==> src/rtl/sha2_core_mr_if.sv <==
// rtl/sha2_core_mr_if.sv - block/digest handshake bundle for the SHA-2 multi-round core
// Signals:
//   in_valid/in_ready   block handshake (block_in, mode, chain qualified by in_valid)
//   block_in            512-bit message block, word 0 in [511:480]
//   mode                0 = SHA-256, 1 = SHA-224 (used only when chain = 0)
//   chain               1 = continue from the core's running hash
//   abort               cancel the block currently being compressed
//   out_valid/out_ready digest handshake
//   hash_out            {H0..H7}; low word zero in SHA-224 mode
//   busy                core is not idle
// Modports: master drives blocks and consumes digests, slave is the core.
interface sha2_core_mr_if;
  logic         in_valid;
  logic         in_ready;
  logic [511:0] block_in;
  logic         mode;
  logic         chain;
  logic         abort;
  logic         out_valid;
  logic         out_ready;
  logic [255:0] hash_out;
  logic         busy;

  modport master (
    output in_valid, block_in, mode, chain, abort, out_ready,
    input  in_ready, out_valid, hash_out, busy
  );

  modport slave (
    input  in_valid, block_in, mode, chain, abort, out_ready,
    output in_ready, out_valid, hash_out, busy
  );
endinterface

==> src/rtl/sha2_core_mr.sv <==
// rtl/sha2_core_mr.sv - multi-round SHA-224/SHA-256 compression core with internal hash chaining
// Ports:
//   clk    rising-edge clock
//   rst_n  asynchronous active-low reset
//   bus    sha2_core_mr_if.slave: block input handshake, digest output handshake, busy
// One 512-bit block per transaction, ROUNDS_PER_CYCLE rounds per clock, message schedule
// expanded in a 16-word sliding window. The running hash stays inside the core so chained
// blocks need no external feedback.
module sha2_core_mr #(
  parameter int ROUNDS_PER_CYCLE = 1,
  parameter int DEBUG            = 0
) (
  input  logic          clk,
  input  logic          rst_n,
  sha2_core_mr_if.slave bus
);
  localparam int R = ROUNDS_PER_CYCLE;

  typedef logic [31:0] word_t;
  typedef enum logic [1:0] {S_IDLE, S_COMP, S_FIN, S_OUT} state_t;

  generate
    if (R != 1 && R != 2 && R != 4) begin : g_bad_rounds
      $error("sha2_core_mr: ROUNDS_PER_CYCLE must be 1, 2 or 4");
    end
    if (DEBUG != 0 && DEBUG != 1) begin : g_bad_debug
      $error("sha2_core_mr: DEBUG must be 0 or 1");
    end
  endgenerate

  localparam word_t K [64] = '{
    32'h428a2f98, 32'h71374491, 32'hb5c0fbcf, 32'he9b5dba5, 32'h3956c25b, 32'h59f111f1, 32'h923f82a4, 32'hab1c5ed5,
    32'hd807aa98, 32'h12835b01, 32'h243185be, 32'h550c7dc3, 32'h72be5d74, 32'h80deb1fe, 32'h9bdc06a7, 32'hc19bf174,
    32'he49b69c1, 32'hefbe4786, 32'h0fc19dc6, 32'h240ca1cc, 32'h2de92c6f, 32'h4a7484aa, 32'h5cb0a9dc, 32'h76f988da,
    32'h983e5152, 32'ha831c66d, 32'hb00327c8, 32'hbf597fc7, 32'hc6e00bf3, 32'hd5a79147, 32'h06ca6351, 32'h14292967,
    32'h27b70a85, 32'h2e1b2138, 32'h4d2c6dfc, 32'h53380d13, 32'h650a7354, 32'h766a0abb, 32'h81c2c92e, 32'h92722c85,
    32'ha2bfe8a1, 32'ha81a664b, 32'hc24b8b70, 32'hc76c51a3, 32'hd192e819, 32'hd6990624, 32'hf40e3585, 32'h106aa070,
    32'h19a4c116, 32'h1e376c08, 32'h2748774c, 32'h34b0bcb5, 32'h391c0cb3, 32'h4ed8aa4a, 32'h5b9cca4f, 32'h682e6ff3,
    32'h748f82ee, 32'h78a5636f, 32'h84c87814, 32'h8cc70208, 32'h90befffa, 32'ha4506ceb, 32'hbef9a3f7, 32'hc67178f2
  };

  localparam word_t IV256 [8] = '{
    32'h6a09e667, 32'hbb67ae85, 32'h3c6ef372, 32'ha54ff53a,
    32'h510e527f, 32'h9b05688c, 32'h1f83d9ab, 32'h5be0cd19
  };

  localparam word_t IV224 [8] = '{
    32'hc1059ed8, 32'h367cd507, 32'h3070dd17, 32'hf70e5939,
    32'hffc00b31, 32'h68581511, 32'h64f98fa7, 32'hbefa4fa4
  };

  function automatic word_t ror(input word_t x, input int n);
    return (x >> n) | (x << (32 - n));
  endfunction

  function automatic word_t bsig0(input word_t x);
    return ror(x, 2) ^ ror(x, 13) ^ ror(x, 22);
  endfunction

  function automatic word_t bsig1(input word_t x);
    return ror(x, 6) ^ ror(x, 11) ^ ror(x, 25);
  endfunction

  function automatic word_t ssig0(input word_t x);
    return ror(x, 7) ^ ror(x, 18) ^ (x >> 3);
  endfunction

  function automatic word_t ssig1(input word_t x);
    return ror(x, 17) ^ ror(x, 19) ^ (x >> 10);
  endfunction

  state_t       state_q, state_d;
  word_t        h_q  [8];
  word_t        h_d  [8];
  word_t        wv_q [8];
  word_t        wv_d [8];
  word_t        w_q  [16];
  word_t        w_d  [16];
  logic [6:0]   t_q, t_d;
  logic         mode_q, mode_d;
  logic [255:0] hash_q, hash_d;
  logic         ov_q, ov_d;

  // ext[0..15] is the window (W[t..t+15]); ext[16..15+R] are the words this
  // edge appends, so round j of this edge always consumes ext[j] = W[t+j].
  word_t ext [16+R];
  always_comb begin
    for (int i = 0; i < 16; i++) ext[i] = w_q[i];
    for (int j = 0; j < R; j++) begin
      ext[16+j] = ssig1(ext[14+j]) + ext[9+j] + ssig0(ext[1+j]) + ext[j];
    end
  end

  // R rounds chained combinationally; rs[j] holds a..h entering round t+j.
  word_t rs [R+1][8];
  word_t t1, t2;
  always_comb begin
    t1 = '0;
    t2 = '0;
    for (int i = 0; i < 8; i++) rs[0][i] = wv_q[i];
    for (int j = 0; j < R; j++) begin
      t1 = rs[j][7] + bsig1(rs[j][4]) + ((rs[j][4] & rs[j][5]) ^ (~rs[j][4] & rs[j][6]))
         + K[t_q[5:0] + 6'(j)] + ext[j];
      t2 = bsig0(rs[j][0])
         + ((rs[j][0] & rs[j][1]) ^ (rs[j][0] & rs[j][2]) ^ (rs[j][1] & rs[j][2]));
      rs[j+1][0] = t1 + t2;
      rs[j+1][1] = rs[j][0];
      rs[j+1][2] = rs[j][1];
      rs[j+1][3] = rs[j][2];
      rs[j+1][4] = rs[j][3] + t1;
      rs[j+1][5] = rs[j][4];
      rs[j+1][6] = rs[j][5];
      rs[j+1][7] = rs[j][6];
    end
  end

  // h_q only changes on a chain=0 accept or a completed FIN, so an abort
  // leaves it at its accept-edge value without any separate snapshot.
  always_comb begin
    state_d = state_q;
    h_d     = h_q;
    wv_d    = wv_q;
    w_d     = w_q;
    t_d     = t_q;
    mode_d  = mode_q;
    hash_d  = hash_q;
    ov_d    = ov_q;
    unique case (state_q)
      S_IDLE: begin
        if (bus.in_valid) begin
          for (int i = 0; i < 16; i++) w_d[i] = bus.block_in[511 - 32*i -: 32];
          if (!bus.chain) begin
            mode_d = bus.mode;
            for (int i = 0; i < 8; i++) h_d[i] = bus.mode ? IV224[i] : IV256[i];
          end
          for (int i = 0; i < 8; i++) wv_d[i] = h_d[i];
          t_d     = '0;
          state_d = S_COMP;
        end
      end
      S_COMP: begin
        if (bus.abort) begin
          t_d     = '0;
          state_d = S_IDLE;
        end else begin
          for (int i = 0; i < 8; i++)  wv_d[i] = rs[R][i];
          for (int i = 0; i < 16; i++) w_d[i]  = ext[i+R];
          t_d = t_q + 7'(R);
          if (t_q + 7'(R) == 7'd64) state_d = S_FIN;
        end
      end
      S_FIN: begin
        if (bus.abort) begin
          t_d     = '0;
          state_d = S_IDLE;
        end else begin
          for (int i = 0; i < 8; i++) h_d[i] = h_q[i] + wv_q[i];
          hash_d = {h_d[0], h_d[1], h_d[2], h_d[3], h_d[4], h_d[5], h_d[6], h_d[7]};
          if (mode_q) hash_d[31:0] = '0;
          ov_d    = 1'b1;
          state_d = S_OUT;
        end
      end
      S_OUT: begin
        if (bus.out_ready) begin
          ov_d    = 1'b0;
          state_d = S_IDLE;
        end
      end
      default: state_d = S_IDLE;
    endcase
  end

  always_ff @(posedge clk or negedge rst_n) begin
    if (!rst_n) begin
      state_q <= S_IDLE;
      for (int i = 0; i < 8; i++) begin
        h_q[i]  <= IV256[i];
        wv_q[i] <= '0;
      end
      for (int i = 0; i < 16; i++) w_q[i] <= '0;
      t_q    <= '0;
      mode_q <= 1'b0;
      hash_q <= '0;
      ov_q   <= 1'b0;
    end else begin
      state_q <= state_d;
      h_q     <= h_d;
      wv_q    <= wv_d;
      w_q     <= w_d;
      t_q     <= t_d;
      mode_q  <= mode_d;
      hash_q  <= hash_d;
      ov_q    <= ov_d;
    end
  end

  assign bus.in_ready  = (state_q == S_IDLE);
  assign bus.out_valid = ov_q;
  assign bus.hash_out  = hash_q;
  assign bus.busy      = (state_q != S_IDLE);
endmodule

==> src/flat_wrapper.sv <==
// flat-port wrapper written by rule: the top's interface ports become plain ports
module sha2_core_mr_flat 
#(
  parameter int ROUNDS_PER_CYCLE = 1,
  parameter int DEBUG            = 0
)
  (clk, rst_n, bus_in_valid, bus_block_in, bus_mode, bus_chain, bus_abort, bus_out_ready, bus_in_ready, bus_out_valid, bus_hash_out, bus_busy);
  sha2_core_mr_if bus_i ();
  input  logic clk;
  input  logic rst_n;
  input wire logic [$bits(bus_i.in_valid)-1:0] bus_in_valid;
  input wire logic [$bits(bus_i.block_in)-1:0] bus_block_in;
  input wire logic [$bits(bus_i.mode)-1:0] bus_mode;
  input wire logic [$bits(bus_i.chain)-1:0] bus_chain;
  input wire logic [$bits(bus_i.abort)-1:0] bus_abort;
  input wire logic [$bits(bus_i.out_ready)-1:0] bus_out_ready;
  output wire logic [$bits(bus_i.in_ready)-1:0] bus_in_ready;
  output wire logic [$bits(bus_i.out_valid)-1:0] bus_out_valid;
  output wire logic [$bits(bus_i.hash_out)-1:0] bus_hash_out;
  output wire logic [$bits(bus_i.busy)-1:0] bus_busy;
  assign bus_i.in_valid = bus_in_valid;
  assign bus_i.block_in = bus_block_in;
  assign bus_i.mode = bus_mode;
  assign bus_i.chain = bus_chain;
  assign bus_i.abort = bus_abort;
  assign bus_i.out_ready = bus_out_ready;
  assign bus_in_ready = bus_i.in_ready;
  assign bus_out_valid = bus_i.out_valid;
  assign bus_hash_out = bus_i.hash_out;
  assign bus_busy = bus_i.busy;
  sha2_core_mr #(.ROUNDS_PER_CYCLE(ROUNDS_PER_CYCLE), .DEBUG(DEBUG)) u_core (.clk(clk), .rst_n(rst_n), .bus(bus_i));
endmodule
==> config.mk <==
export PLATFORM = sky130hd
export DESIGN_NAME = sha2_core_mr_flat
export DESIGN_NICKNAME = d
export VERILOG_FILES = /design/src/rtl/sha2_core_mr_if.sv /design/src/rtl/sha2_core_mr.sv /design/src/flat_wrapper.sv
export SDC_FILE = /design/constraint.sdc
export NUM_CORES = 2
export LEC_CHECK = 0
export CAP_MARGIN = 20
export CORE_ASPECT_RATIO = 1.1
export CORE_MARGIN = 1.5
export CORE_UTILIZATION = 25
export DETAILED_ROUTE_END_ITERATION = 12
export HOLD_SLACK_MARGIN = 0.1
export PLACE_DENSITY_LB_ADDON = 0.08
export SLEW_MARGIN = 10
export SYNTH_ARGS = -nofsm -noshare
export SYNTH_HDL_FRONTEND = slang
export SYNTH_SLANG_ARGS = --single-unit
export TNS_END_PERCENT = 5
==> constraint.sdc <==
create_clock -name clk -period 8.4 [get_ports clk]
set_clock_uncertainty 0.15 [all_clocks]
set_input_delay 2.1 -clock clk [delete_from_list [all_inputs] [get_ports clk]]
set_output_delay 2.1 -clock clk [all_outputs]
set_load 0.01 [all_outputs]
# Word level (Yosys, flattened, before mapping)
# Memories as Yosys holds them, arrays and structs flattened.
# Index checks and enable logic that the tools add are counted.
classes:
  n_bitwise: 30
  add_sub_neg: 19
  mux: 33
  magnitude_cmp: 1
  eq_ne: 10
  reduce_logical: 13
ops:
  columns: ["cell", "count"]
  rows:
  - ["256-bit two-way mux", 4]
  - ["512-bit two-way mux", 2]
  - ["256-bit one-hot mux with 2 select lines", 2]
  - ["512-bit one-hot mux with 2 select lines", 1]
  - ["32-bit adder", 18]
  - ["32-bit XOR", 9]
  - ["32-bit two-way mux", 8]
  - ["32-bit AND", 5]
  - ["31-bit two-way mux", 2]
  - ["32-bit inverter", 1]
  - ["10-bit by 32-bit OR with 32-bit output", 1]
  - ["13-bit by 32-bit OR with 32-bit output", 1]
  - ["14-bit by 32-bit OR with 32-bit output", 1]
  - ["15-bit by 32-bit OR with 32-bit output", 1]
  - ["19-bit by 32-bit OR with 32-bit output", 1]
  - ["21-bit by 32-bit OR with 32-bit output", 1]
  - ["25-bit by 32-bit OR with 32-bit output", 1]
  - ["26-bit by 32-bit OR with 32-bit output", 1]
  - ["30-bit by 32-bit OR with 32-bit output", 1]
  - ["7-bit by 32-bit OR with 32-bit output", 1]
  - ["32-bit by 22-bit XOR with 32-bit output", 1]
  - ["32-bit by 29-bit XOR with 32-bit output", 1]
  - ["28-bit two-way mux", 1]
  - ["7-bit two-way mux", 3]
  - ["19 further kinds", 38]
word_totals:
  mem_count: 1
  ff_bits: 1291
  out_inout_bits: 259
  in_bits: 519
  rom_bits: 2048
memory_table:
  columns: ["memory", "words", "width", "read_ports", "rd_ports_with_merged_regs", "write_ports", "line", "source"]
  rows:
  - ["(no name shown)", 64, 32, 1, 0, 0, "sha2_core_mr.sv:103", "+ K[t_q[5:0] + 6'(j)] + ext[j];"]

# Logic depth before layout (Yosys ltp)
depth:
  depth_word: 10
  ltp_mapped: 40
  ltp_nobuf: 38

# Worst setup path after synthesis
# OpenSTA, ideal clock, no wires.
synth_path:
  path_kind: "register to register"
  start: "register u_core.t_q[1]"
  end: "register u_core.wv_q (netlist bit u_core.rs[223])"
  path_stages_with_launch: 37
  n_path_buf: 2
  t_arrival_ns: 8.274
  setup_time_ns: 0.136
  setup_slack_ns: -0.159
  synth_period_minus_slack_ns: 8.559
  path_cell_list: "dfrtp_1 > buf_2 > clkinv_1 > ha_1 > or2_2 > clkbuf_1 > nand3_1 > o31ai_1 > mux4_2 > fa_1 > fa_1 > fa_1 > inv_1 > ha_1 > inv_1 > fa_1 > nor2b_1 > o31a_1 > o21a_1 > a21o_1 > a21oi_1 > nand2b_1 > o21ai_0 > a21oi_1 > xnor2_1 > fa_1 > ha_1 > nor3_1 > nor2_1 > a211o_1 > a211o_1 > a41oi_1 > o211ai_1 > a221oi_1 > xnor2_1 > xnor2_1 > o21ai_0"
synth_between:
  elab_chain_cells: 9
synth_rtl:
  columns: ["element", "line", "source"]
  rows:
  - ["from (decl)", "sha2_core_mr.sv:79", "logic [6:0] t_q, t_d;"]
  - ["from (signal assigned)", "sha2_core_mr.sv:191", "t_q <= t_d;"]
  - ["6-bit inverter with 7-bit output (not written as such)", "sha2_core_mr.sv:103", null]
  - ["memory 64 x 32 bit", null, null]
  - ["32-bit two-way mux (not written as such) (2 in series)", "sha2_core_mr.sv:103", null]
  - ["32-bit adder (2 in series)", "sha2_core_mr.sv:103", null]
  - ["32-bit adder", "sha2_core_mr.sv:106", "rs[j+1][0] = t1 + t2;"]
  - ["256-bit two-way mux", "sha2_core_mr.sv:142", "if (bus.abort) begin"]
  - ["256-bit one-hot mux with 2 select lines", "sha2_core_mr.sv:128", "unique case (state_q)"]
  - ["to (signal assigned)", "sha2_core_mr.sv:189", "wv_q <= wv_d;"]
  - ["to (decl)", "sha2_core_mr.sv:75", "word_t wv_q [8];"]
# No other way between the ends. The select of a mux whose other input is x is not followed.
# A chain may end at the register's enable or synchronous reset.

# Worst setup path in the final report
# Ends and elaborated chain as after synthesis.

==> impl_results.md <==
- Num rows: 221
- Ys Warns: 0
- Pins Over Slew Limit: 0
- Rel. slew slack: 26.5%
- Total track usage: 24.9%
- RD Place Congestion: 0.895
- Fraction of layout cells with a size suffix above 1: 11.2%
- Root buffer cell: clkbuf_16
- CP Capture Type: register
- Clk Latency, worst-skew pair: between 800 and 900 ps
- Setup TNS: 0 ps
- Final Hold Viols: 0
- Design area: 0.105 mm^2
- Max-Cap Viols: 0
- Fin crit period: between 8000 and 9000 ps
- CP required: 8950 ps
- Final HPWL DP: 328000 um
- Critical Path AT: 8760 ps
- Max incr delay on CP: 580 ps
- Initial antenna violation count: 103
- Buffers & Inverters on Critical Path: 4
- Routed Wire Length: ~430000 um
- Die width: 552 um
- Most common cell in the netlist: nand2_1
- CTS H-Tree Depth: 4
- Effective utilization at floorplan: ~25%
- Number of hold buffers added after cts: 0
- Synth top area share: between 30% and 40%
- Vias/cell: 5.03
- Drt pass-1 iters: 5
- Area of the multi-input gates: 0.0476 mm^2
- RSZ-0062 raised after global routing: yes
- Syn avg cell area: 8.33 um^2
- Num CTS Buffers: 169
- Hold Crit Class: reg2reg
- Fill cells: between 30000 and 40000
- Fin cells: 15300
- Syn nets: 11100
- Post-synth top flop: dfrtp_1
- Top area cells in the synthesized netlist: dfrtp_1, nand2_1, ha_1
- Leading area contributor after synthesis: dfrtp_1
- Dpl cells: 15000
- Final #Nets: 11900
- Post-synth ARST share: 100%
- Crit-path slowest cell: mux4_2
- Via count: 77200
- Max Clock Freq: 0.122 GHz
- Reg clk slew, reported paths: roughly 60 ps
- Post-synth EDFFs: 0
- Post-Syn Instances: 9963
- Die H: 607 um
- CORE AREA: 0.330 mm^2
- Final antenna-violating net count: 0
- Gr ovfl total: 0
- Worst hold slack: ~320 ps
- Number of global-route vias before repair: 77500
- DIE AREA: 0.335 mm^2
- Pin count of the biggest net entering global routing: 243
- Placed inst area: 0.0985 mm^2
- CTS tree: built
- Final setup viols: 0
- Final worst-path cycle share: 97.7%
- Most used cell along the critical path: fa_1
- Port Buffer Count: 777
- Crit path launch type: register
- First-iteration detailed-routing DRC count: 5651
- Global-route wire length before repair: 600000 um
- List of most frequent post-synthesis cells: nand2_1, dfrtp_1, nor2_1
- Clk buf depth: 4
- FF+latch count, synth: ~1300
- Outcome: completed
- Worst Tran Pin Value: approximately 1100 ps
- Crit path max fanout: 4
- DRC Markers: 0
- Setup CP Type: reg2reg
- Post-synthesis sequential area ratio: 39.1%
- IO Count: 778
- Post-synthesis cell area: 0.0830 mm^2
- Area growth from synthesis to layout: 26.8%
- FF+latch area: 0.0325 mm^2
- CTS Sinks: about 1300
- Wire per inst: 28.0 um
- Top delay family on crit path: compound AO/OA/AOI/OAI gates
- Cell variety after synth: 88
==> metrics by stage <==
step,setup WS [ps],utilization (%)
3_5_place_dp,-382,29.9
4_1_cts,-5.51,31.6
6_report,196,31.9
2_1_floorplan,56.2,-
5_1_grt,-131,31.9
3_3_place_gp,-416,29.9
==> cell families (layout without fill, tap and decap cells) <==
group | after synthesis | in the layout | synth area share [%]
AO/OA/AOI/OAI | 2774 | 2774 | 20.3
XOR/XNOR | 561 | 561 | 5.92
adder cells (fa/ha/maj) | 615 | 615 | 11.0
buffers and inverters | 979 | 1972 | 4.44
flip-flops | 1291 | 1291 | 39.1
multiplexers | 91 | 91 | 1.26
other | 0 | 34 | 0
AND/OR/NAND/NOR | 3652 | 3652 | 18.0
==> placed cells by master, fill, tap and decap left out, drive strengths merged, types with 24 or more instances in the layout <==
cell           instances
maj3                  26
o22a                  24
clkbuf               244
nor3                  93
mux2i                 53
o211ai                34
nor2b                 42
o21ai                720
nand2b                53
and3                  45
nor2                1074
dfstp                136
o31ai                 31
a21o                 194
diode                 34
a31oi                600
nand4                 26
o311ai                27
or3                   77
mux2                  30
and2                  25
fa                   195
o21bai                45
clkdlybuf4s50        775
inv                  285
a22o                  39
buf                  611
clkinv                41
nand3                147
a21oi                752
o21a                  74
xor2                 151
nand2               2001
dfrtp               1155
a211oi                55
xnor2                410
ha                   394
==> per-layer routing <==
layer	GRT usage, %	part of all wire [%]	vias up
met2	42.9	48	1971
met1	32.0	44	38500
met5	0	0.14	-
met4	6.92	3.1	98
met3	4.15	5.0	505
li1	-	-	36100
==> state kept, by name, summed over array words and instances (netlist names) <==
name,cells
u_core.t_q,7
u_core.bus.hash_out,256
u_core.mode_q,1
u_core.rs,256
u_core.state_q,2
u_core.bus.out_valid,1
u_core.ext,512
u_core.h_q,256
==> worst min-delay path, stage by stage (launching register included) <==
cell	delay, ps
dfstp_2	380
nand2_1	50
nand2_1	40
==> final timing paths <==
path	endpoint	slack (ps)	startpoint	cells after the start
max	u_core.rs[223]	200	u_core.t_q[1]	35
min	u_core.h_q[173]	320	u_core.h_q[173]	2
max reg2reg	u_core.rs[223]	200	u_core.t_q[1]	35
min reg2reg	u_core.h_q[173]	320	u_core.h_q[173]	2
max in group asynchronous	u_core.bus.hash_out[168]	5350	rst_n	3
min in group asynchronous	u_core.ext[130]	960	rst_n	1
==> layout make-up <==
type                       instances  area share, %
inverter                         280           1.00
antenna                           34         0.0809
timing repair buffer            1386           12.2
multi-input combinational       7693           45.2
clock inverter                    62          0.685
tap                             4348           5.17
clock buffer                     244           4.73
sequential                      1291           30.9
==> what timing repair did <==
item,CTS,global route
buffers inserted,2,16
pin swaps,5,54
gates resized for setup,24,152
endpoints found under the setup margin,12,33
Power is not shown: default switching activity piles up to over one toggle a cycle in this logic, so the estimate is an artifact.
